File: config.mk
export PLATFORM = sky130hd
export DESIGN_NAME = register_file_multiport_flat
export DESIGN_NICKNAME = d
export VERILOG_FILES = /design/src/rtl/register_file_multiport_pkg.sv /design/src/rtl/register_file_multiport_if.sv /design/src/rtl/register_file_multiport_clear_sequencer.sv /design/src/rtl/register_file_multiport.sv /design/src/flat_wrapper.sv
export SDC_FILE = /design/constraint.sdc
export NUM_CORES = 1
export LEC_CHECK = 0
export CORE_MARGIN = 2
export CORE_UTILIZATION = 58
export CTS_BUF_LIST = sky130_fd_sc_hd__clkbuf_4 sky130_fd_sc_hd__clkbuf_8
export DETAILED_ROUTE_END_ITERATION = 12
export PLACE_DENSITY_LB_ADDON = 0.25
export SYNTH_ARGS = -nofsm -noshare
export SYNTH_HDL_FRONTEND = slang
export SYNTH_HIERARCHICAL = 1
export SYNTH_SLANG_ARGS = --single-unit
File: constraint.sdc
create_clock -name clock -period 3.3 [get_ports clock]
set_clock_uncertainty 0.05 [all_clocks]
set_input_delay 0.495 -clock clock [delete_from_list [all_inputs] [get_ports clock]]
set_output_delay 0.495 -clock clock [all_outputs]
set_load 0.1 [all_outputs]
File: src/rtl/register_file_multiport_pkg.sv
// Shared types and default widths for the multiport register file.
// Sweep FSM states plus the 32 x 32, two-read-port default geometry.
package register_file_pkg;

  typedef enum logic {
    IDLE     = 1'b0,
    CLEARING = 1'b1
  } rf_state_t;

  localparam int DEF_DATA_WIDTH = 32;
  localparam int DEF_ADDR_WIDTH = 5;
  localparam int DEF_READ_PORTS = 2;

endpackage

File: src/rtl/register_file_multiport_if.sv
// Decode/writeback bus of the register file: clear request, write port, read ports.
// Master drives requests and addresses; slave returns status and read data.
interface register_file_multiport_if #(
  parameter int DATA_WIDTH = 32,
  parameter int ADDR_WIDTH = 5,
  parameter int READ_PORTS = 2
);

  logic                             clear;
  logic                             busy;
  logic                             write_enable;
  logic [ADDR_WIDTH-1:0]            write_address;
  logic [DATA_WIDTH-1:0]            write_data;
  logic                             write_dropped;
  logic [READ_PORTS*ADDR_WIDTH-1:0] read_address;
  logic [READ_PORTS*DATA_WIDTH-1:0] read_data;

  modport master (
    output clear, write_enable, write_address, write_data, read_address,
    input  busy, write_dropped, read_data
  );

  modport slave (
    input  clear, write_enable, write_address, write_data, read_address,
    output busy, write_dropped, read_data
  );

endinterface

File: src/rtl/register_file_multiport_clear_sequencer.sv
// Zeroing sweep: one entry per edge after reset or an idle-time clear request.
// Busy for exactly 2**ADDR_WIDTH edges; clear during a sweep is ignored.
module register_file_clear_sequencer
  import register_file_pkg::*;
#(
  parameter int ADDR_WIDTH = DEF_ADDR_WIDTH
) (
  input  logic                  clock,
  input  logic                  reset_n,
  input  logic                  clear_i,
  output logic                  busy_o,
  output logic                  clr_we_o,
  output logic [ADDR_WIDTH-1:0] clr_addr_o
);

  localparam logic [ADDR_WIDTH-1:0] LAST_ADDR = '1;

  rf_state_t             state_q, state_d;
  logic [ADDR_WIDTH-1:0] ptr_q, ptr_d;

  always_ff @(posedge clock or negedge reset_n) begin
    if (!reset_n) begin
      state_q <= CLEARING;
      ptr_q   <= '0;
    end else begin
      state_q <= state_d;
      ptr_q   <= ptr_d;
    end
  end

  always_comb begin
    state_d = state_q;
    ptr_d   = ptr_q;
    case (state_q)
      IDLE: begin
        if (clear_i) begin
          state_d = CLEARING;
          ptr_d   = '0;
        end
      end
      CLEARING: begin
        // Pointer wraps to 0 on the last entry, ready for the next sweep.
        ptr_d = ptr_q + 1'b1;
        if (ptr_q == LAST_ADDR) state_d = IDLE;
      end
      default: state_d = IDLE;
    endcase
  end

  always_comb begin
    busy_o     = (state_q == CLEARING);
    clr_we_o   = (state_q == CLEARING);
    clr_addr_o = ptr_q;
  end

endmodule

File: src/rtl/register_file_multiport.sv
// Register file: one write port, READ_PORTS combinational read ports with write-through bypass.
// Write visible next edge (same cycle via bypass); writes during a sweep are dropped and flagged.
module register_file_multiport
  import register_file_pkg::*;
#(
  parameter int DATA_WIDTH = DEF_DATA_WIDTH,
  parameter int ADDR_WIDTH = DEF_ADDR_WIDTH,
  parameter int READ_PORTS = DEF_READ_PORTS,
  parameter int ZERO_REG   = 1
) (
  input  logic                     clock,
  input  logic                     reset_n,
  register_file_multiport_if.slave bus
);

  localparam int DEPTH = 2 ** ADDR_WIDTH;

  logic [DATA_WIDTH-1:0] mem_q [DEPTH];
  logic                  busy;
  logic                  seq_we;
  logic [ADDR_WIDTH-1:0] seq_addr;
  logic                  zero_wr;
  logic                  user_wr;
  logic                  dropped_q, dropped_d;

  register_file_clear_sequencer #(
    .ADDR_WIDTH (ADDR_WIDTH)
  ) u_clear_seq (
    .clock      (clock),
    .reset_n    (reset_n),
    .clear_i    (bus.clear),
    .busy_o     (busy),
    .clr_we_o   (seq_we),
    .clr_addr_o (seq_addr)
  );

  assign zero_wr = (ZERO_REG != 0) && (bus.write_address == '0);
  assign user_wr = bus.write_enable && !bus.clear && !busy;

  // Storage is deliberately unreset; the sweep zeroes it after reset.
  always_ff @(posedge clock) begin
    if (seq_we) begin
      mem_q[seq_addr] <= '0;
    end else if (user_wr && !zero_wr) begin
      mem_q[bus.write_address] <= bus.write_data;
    end
  end

  assign dropped_d = bus.write_enable && (busy || bus.clear) && !zero_wr;

  always_ff @(posedge clock or negedge reset_n) begin
    if (!reset_n) dropped_q <= 1'b0;
    else          dropped_q <= dropped_d;
  end

  assign bus.busy          = busy;
  assign bus.write_dropped = dropped_q;

  for (genvar p = 0; p < READ_PORTS; p++) begin : g_rd
    logic [ADDR_WIDTH-1:0] ra;
    logic [DATA_WIDTH-1:0] rd;

    assign ra = bus.read_address[p*ADDR_WIDTH +: ADDR_WIDTH];

    always_comb begin
      rd = mem_q[ra];
      if (busy) begin
        rd = '0;
      end else if ((ZERO_REG != 0) && (ra == '0)) begin
        rd = '0;
      end else if (bus.write_enable && !bus.clear && (bus.write_address == ra)) begin
        rd = bus.write_data;
      end
    end

    assign bus.read_data[p*DATA_WIDTH +: DATA_WIDTH] = rd;
  end

endmodule

File: src/flat_wrapper.sv
// flat-port wrapper written by rule: the top's interface ports become plain ports
module register_file_multiport_flat import register_file_pkg::*;
#(
  parameter int DATA_WIDTH = DEF_DATA_WIDTH,
  parameter int ADDR_WIDTH = DEF_ADDR_WIDTH,
  parameter int READ_PORTS = DEF_READ_PORTS,
  parameter int ZERO_REG   = 1
)
  (clock, reset_n, bus_clear, bus_write_enable, bus_write_address, bus_write_data, bus_read_address, bus_busy, bus_write_dropped, bus_read_data);
  register_file_multiport_if #(.DATA_WIDTH(DATA_WIDTH), .ADDR_WIDTH(ADDR_WIDTH), .READ_PORTS(READ_PORTS)) bus_i ();
  input  logic clock;
  input  logic reset_n;
  input wire logic [$bits(bus_i.clear)-1:0] bus_clear;
  input wire logic [$bits(bus_i.write_enable)-1:0] bus_write_enable;
  input wire logic [$bits(bus_i.write_address)-1:0] bus_write_address;
  input wire logic [$bits(bus_i.write_data)-1:0] bus_write_data;
  input wire logic [$bits(bus_i.read_address)-1:0] bus_read_address;
  output wire logic [$bits(bus_i.busy)-1:0] bus_busy;
  output wire logic [$bits(bus_i.write_dropped)-1:0] bus_write_dropped;
  output wire logic [$bits(bus_i.read_data)-1:0] bus_read_data;
  assign bus_i.clear = bus_clear;
  assign bus_i.write_enable = bus_write_enable;
  assign bus_i.write_address = bus_write_address;
  assign bus_i.write_data = bus_write_data;
  assign bus_i.read_address = bus_read_address;
  assign bus_busy = bus_i.busy;
  assign bus_write_dropped = bus_i.write_dropped;
  assign bus_read_data = bus_i.read_data;
  register_file_multiport #(.DATA_WIDTH(DATA_WIDTH), .ADDR_WIDTH(ADDR_WIDTH), .READ_PORTS(READ_PORTS), .ZERO_REG(ZERO_REG)) u_core (.clock(clock), .reset_n(reset_n), .bus(bus_i));
endmodule
# After elaboration in Yosys (flattened, before gate mapping)
# Memory sizes are Yosys's and may differ from the RTL's.
# Cells that the tools add are included.
word_totals:
  regBits: 7
  ram_bits: 1024
  mem_count: 1
classes:
  n_addsub: 1
  eq_ne: 4
  mux: 19
  bitwise: 1
  n_reduce_logical: 15
memory_table:
  columns: ["name", "depth", "width", "read_ports", "rd_clocked_by_memory_dff", "wr", "line", "text"]
  rows:
  - ["u_core.mem_q", 32, 32, 2, 0, 1, "register_file_multiport.sv:18", "logic [DATA_WIDTH-1:0] mem_q [DEPTH];"]
op_table:
  columns: ["cell", "count"]
  rows:
  - ["two-way mux 32 bit", 7]
  - ["OR reduction 32 bit", 1]
  - ["logical NOT 5 bit", 3]
  - ["equality test 5 bit", 2]
  - ["two-way mux 5 bit", 2]
  - ["one-hot mux 5 bit (2 select lines)", 1]
  - ["two-way mux 1 bit", 8]
  - ["logical AND 1 bit", 7]
  - ["adder 5 x 1 -> 5 bit, second input constant", 1]
  - ["equality test 5 bit, second input constant", 1]
  - ["logical NOT 1 bit", 3]
  - ["!= test 2 bit, second input constant", 1]
  - ["one-hot mux 1 bit (2 select lines)", 1]
  - ["logical OR 1 bit", 1]
  - ["NOT 1 bit", 1]

# Logic depth before layout (Yosys ltp)
depth:
  word_depth: 9
  ltp_mapped: 9
  depth_no_buf: 5

# Cells and area by module
# The synthesis kept the hierarchy.
modules_own_cells:
  columns: ["module", "instances", "cells_per_inst", "area_each_um2", "seq_area_each_um2"]
  rows:
  - ["register_file_multiport", 1, 2608, 48398.9, 30774.5]
  - ["register_file_clear_sequencer", 1, 23, 300.3, 151.4]

# Worst setup path after synthesis
# No wires, ideal clock.
synth_path:
  kind: "flip-flop to flip-flop"
  startpoint: "register u_core.u_clear_seq.state_q, in the netlist u_core/u_clear_seq/busy_o"
  endpoint: "memory u_core.mem_q[26][0] (enable)"
  setup_time_ns: 0.421
  arrival_ns: 3.378
  t_required_ns: 2.829
  setup_slack_ns: -0.550
  stages_incl_launch_ff: 7
  period_less_slack_ns: 3.850
  cell_sequence: "dfstp_2 or2_1 a2111oi_4 buf_6 mux2i_1 nand2_1 nor2_1"
synth_via:
  elab_chain_cells: 8
  word_cells_on_any_way: 11
  classes_between: "7 x mux; 4 x reduce/logical"
synth_lines:
  columns: ["item", "line", "text"]
  rows:
  - ["start, declared", "register_file_multiport_clear_sequencer.sv:18", "rf_state_t state_q, state_d;"]
  - ["start signal, assigned", "register_file_multiport_clear_sequencer.sv:26", "state_q <= state_d;"]
  - ["logical NOT 1 bit", "register_file_multiport.sv:38", "assign user_wr = bus.write_enable && !bus.clear && !busy;"]
  - ["logical AND 1 bit", "register_file_multiport.sv:38", null]
  - ["logical AND 1 bit", "register_file_multiport.sv:44", "end else if (user_wr && !zero_wr) begin"]
  - ["two-way mux 1 bit", "register_file_multiport.sv:44", null]
  - ["two-way mux 1 bit", "register_file_multiport.sv:42", "if (seq_we) begin"]
  - ["two-way mux 1 bit (not written as such)", "register_file_multiport.sv:45", "mem_q[bus.write_address] <= bus.write_data;"]
  - ["OR reduction 32 bit (no source line)", null, null]
  - ["two-way mux 5 bit (no source line) or two-way mux 1 bit (tied branches)", null, null]
  - ["end, declared", "register_file_multiport.sv:18", null]
# Parallel ways exist; a longest one is shown, timed or not.

==> results.cfg <==
[run_status]
outcome = finished, violations left
violations = negative setup slack

[place]
place.gp.congestion = 0.9228
postPlaceCellArea_mm2 = 0.05567
dp_hpwl_um = 97730
portBuffers = 116
place_inst = 3950

[final_layout]
fin_area_mm2 = 0.05999
finalNetCount = 3110
fin_cells = 4271
drive_gt1_share_pct = 38.98
syn2layout_area_growth_pct = 23.18

[job]
cap_violations = 0

[drt]
highest_layer = met4
routed_wl_um = 157400
wl_met2_um = 72760
wl_per_cell_um = 36.86
drtIter0Drc = 4701
post-route-drc-count = 0
via_per_inst = 7.437
met1_length_um = 53380
dr_wl_met3_um = 22060
drtPass1Iterations = 6
antenna_left = 0
num_vias = 31760

[clock_network]
clock_latency_ps = 800
root_buffer = clkbuf_8
cts_tree = yes
clk_pin_slew_ps = 60
cts_buffers = 164
cts_buffer_depth = 3
h-tree-depth = 4
cts.sinks = 1031

[global_route]
grt_usage_pct = 36.62
grt_pass1_wl_um = 223300
antenna_found_initial = 2
grt_max_degree = 39
grt-ovfl-total = 0
grt_pass1_vias = 32570

[critical_path]
cp_cell_sequence = mux4_2 -> o21ai_0 -> a21oi_4 -> a221o_1 -> buf_12
worstRegToRegCells = 8
critical_path_class = reg -> out
regToRegSetupSlack_ps = 70
cp_top_family = compound AO/OA/AOI/OAI gates
end_kind = primary output
critPathMaxFanout = 2
worst_ep_arrival_time_ps = 2830
r2r_start = u_core/u_clear_seq/busy_o$_DFF_PN1_
cp-start-kind = register
r2r_end = u_core/mem_q[20][4]$_DFFE_PP_
worstPathRequired_ps = 2750
cp_num_buf_inv = 1
crit_slowest_cell = mux4_2
cpPeakStageDelay_ps = 550

[synth]
synth_edf_count = 1024
synth.top_cells.by_count = 1024 x edfxtp_1, 386 x mux4_2, 353 x mux2i_1, 126 x a221oi_1, 105 x clkbuf_1
synth_seq_area_share_pct = 63.50
synthFlopType = edfxtp_1
synth_top_area_share_pct = 63.14
yosysUniqueCellTypes = 54
synth_area_leaders = edfxtp_1 63%, mux4_2 18%, mux2i_1 7.3%
synth.most_common_cell = edfxtp_1
avgSynthCellArea_um2 = 18.51
syn_nets = 2684
ys.warnings.count = 6
yosysTopAreaCell = edfxtp_1
synthArstFlopShare_pct = 0.6790
synth_area_mm2 = 0.04870
yosys_register_bits = 1031
syn_inst = 2631

[sta]
report.final.slew_viol_count = 0
setup_viol = 11
tns_ps = -331.3
tightest_slew_ps = 1061
finalCritPeriodShare_pct = 102.2
fin_crit_ps = 3373
finalHoldViolCount = 0
setup_slack_ps = -72.90
rsz0062_at_grt = yes
fmax_ghz = 0.2965
whs_ps = 220.2
slew_headroom_pct = 29.04

[hold_path]
holdPathStages = 3
min-delay-start = bus_write_address[0]
holdPathEnd = u_core/bus.write_dropped$_DFF_PN0_
hold_class = in -> reg

[power]
powerDensity_mw_per_mm2 = 584.0
ir_worst_vdd_mv = 0.5518
p_leak_nw = 20.79

[floorplanning]
num_rows = 106
ios = 117
die_x_um = 293.8
die_h_um = 293.8
core_area_mm2 = 0.08342
start_util_pct = 58.38
die_area_mm2 = 0.08630
## layout by cell type (no fill, tap or decap), drive strengths merged, types with 3 or more instances in the layout
cell              n
edfxtp         1024
buf             438
mux4            386
mux2i           353
clkbuf          211
a221oi          126
a22oi            95
o21ai            95
nor2             73
clkinv           64
clkdlybuf4s50    39
a31oi            38
and2             34
a21oi            33
o221ai           32
a221o            31
inv              14
nand2            12
clkinvlp         10
bufinv           10
xnor2             7
nor2b             6
dfrtp             6
xor2              5
nand2b            5
dlygate4sd2       4
nor3b             4
nor3              4
a21o              3
a22o              3
## flip-flops by register name (all words and copies together), names as in the netlist
signal and cells:
u_core/u_clear_seq/busy_o 1, u_core/u_clear_seq/clr_addr_o 5, u_core/bus.write_dropped 1, u_core/mem_q 1024
## logic make-up after synthesis
| group | count (synthesis) | synth area share (%) |
|---|---|---|
| flip-flops | 1031 | 63.50 |
| multiplexers | 741 | 25.16 |
| AO/OA/AOI/OAI | 464 | 7.091 |
| buffers and inverters | 233 | 2.461 |
| AND/OR/NAND/NOR | 148 | 1.516 |
| XOR/XNOR | 12 | 0.2158 |
| adder cells (fa/ha/maj) | 2 | 0.05138 |
## how the worst max path moves through the flow
stage | start | to | slack [ps] | cells after the start
after floorplan | bus_read_address[5] | bus_read_data[40] | -530 | 8
after global placement | bus_write_address[4] | u_core/mem_q[6][14]$_DFFE_PP_ | -310 | 9
after detailed placement | bus_write_address[4] | u_core/mem_q[9][15]$_DFFE_PP_ | -300 | 9
after CTS | u_core/u_clear_seq/busy_o$_DFF_PN1_ | bus_read_data[2] | -70 | 9
after global routing | u_core/mem_q[7][19]$_DFFE_PP_ | bus_read_data[51] | -110 | 7
final | u_core/mem_q[7][3]$_DFFE_PP_ | bus_read_data[3] | -70 | 5
## through the flow
step | total power [mW] | util, % | worst slack [ps]
floorplan | 20.16 | - | -528.6
global placement | 23.37 | 66.73 | -307.1
detailed placement | 23.59 | 66.73 | -296.5
CTS | 34.77 | 71.39 | -71.02
global route | 35.87 | 71.91 | -111.4
finish | 35.03 | 71.91 | -72.90
## layout make-up
cell class | count | area (um2)
multi-input combinational | 1367 | 17620
timing repair buffer | 485 | 6728
clock buffer | 208 | 2594
inverter | 8 | 35.03
sequential | 1031 | 30930
clock inverter | 90 | 732.0
antenna | 2 | 5.005
tap | 1080 | 1351
fill | 4772 | 23430
## report_power, final
part / internal (mW) / leakage (nW) / switching (mW)
combinational: 2.94 / 8.99 / 4.61
sequential: 15.7 / 10.1 / 0.592
clock: 5.99 / 1.73 / 5.21
## routing by layer
layer	global-route usage [%]	vias up
met5	0	-
met3	10.45	579
li1	-	12290
met2	55.73	2832
met1	48.64	16060
met4	19.08	0
## worst min-delay path: cells and delay by family
kind,cells,cell delay (ps)
AOI/OAI and AO/OA,1,90
buffers and inverters,2,440
## what timing repair did
| action | CTS | global route |
|---|---|---|
| buffers inserted | 9 | 12 |
| endpoints found under the hold margin | 6 | 0 |
| gates resized for setup | 112 | 54 |
| hold buffers | 1 | 0 |
| setup endpoints to repair | 56 | 203 |
| pin swaps | 18 | 16 |
| cloned | 3 | 3 |
Power figures use the tool's default switching activity.
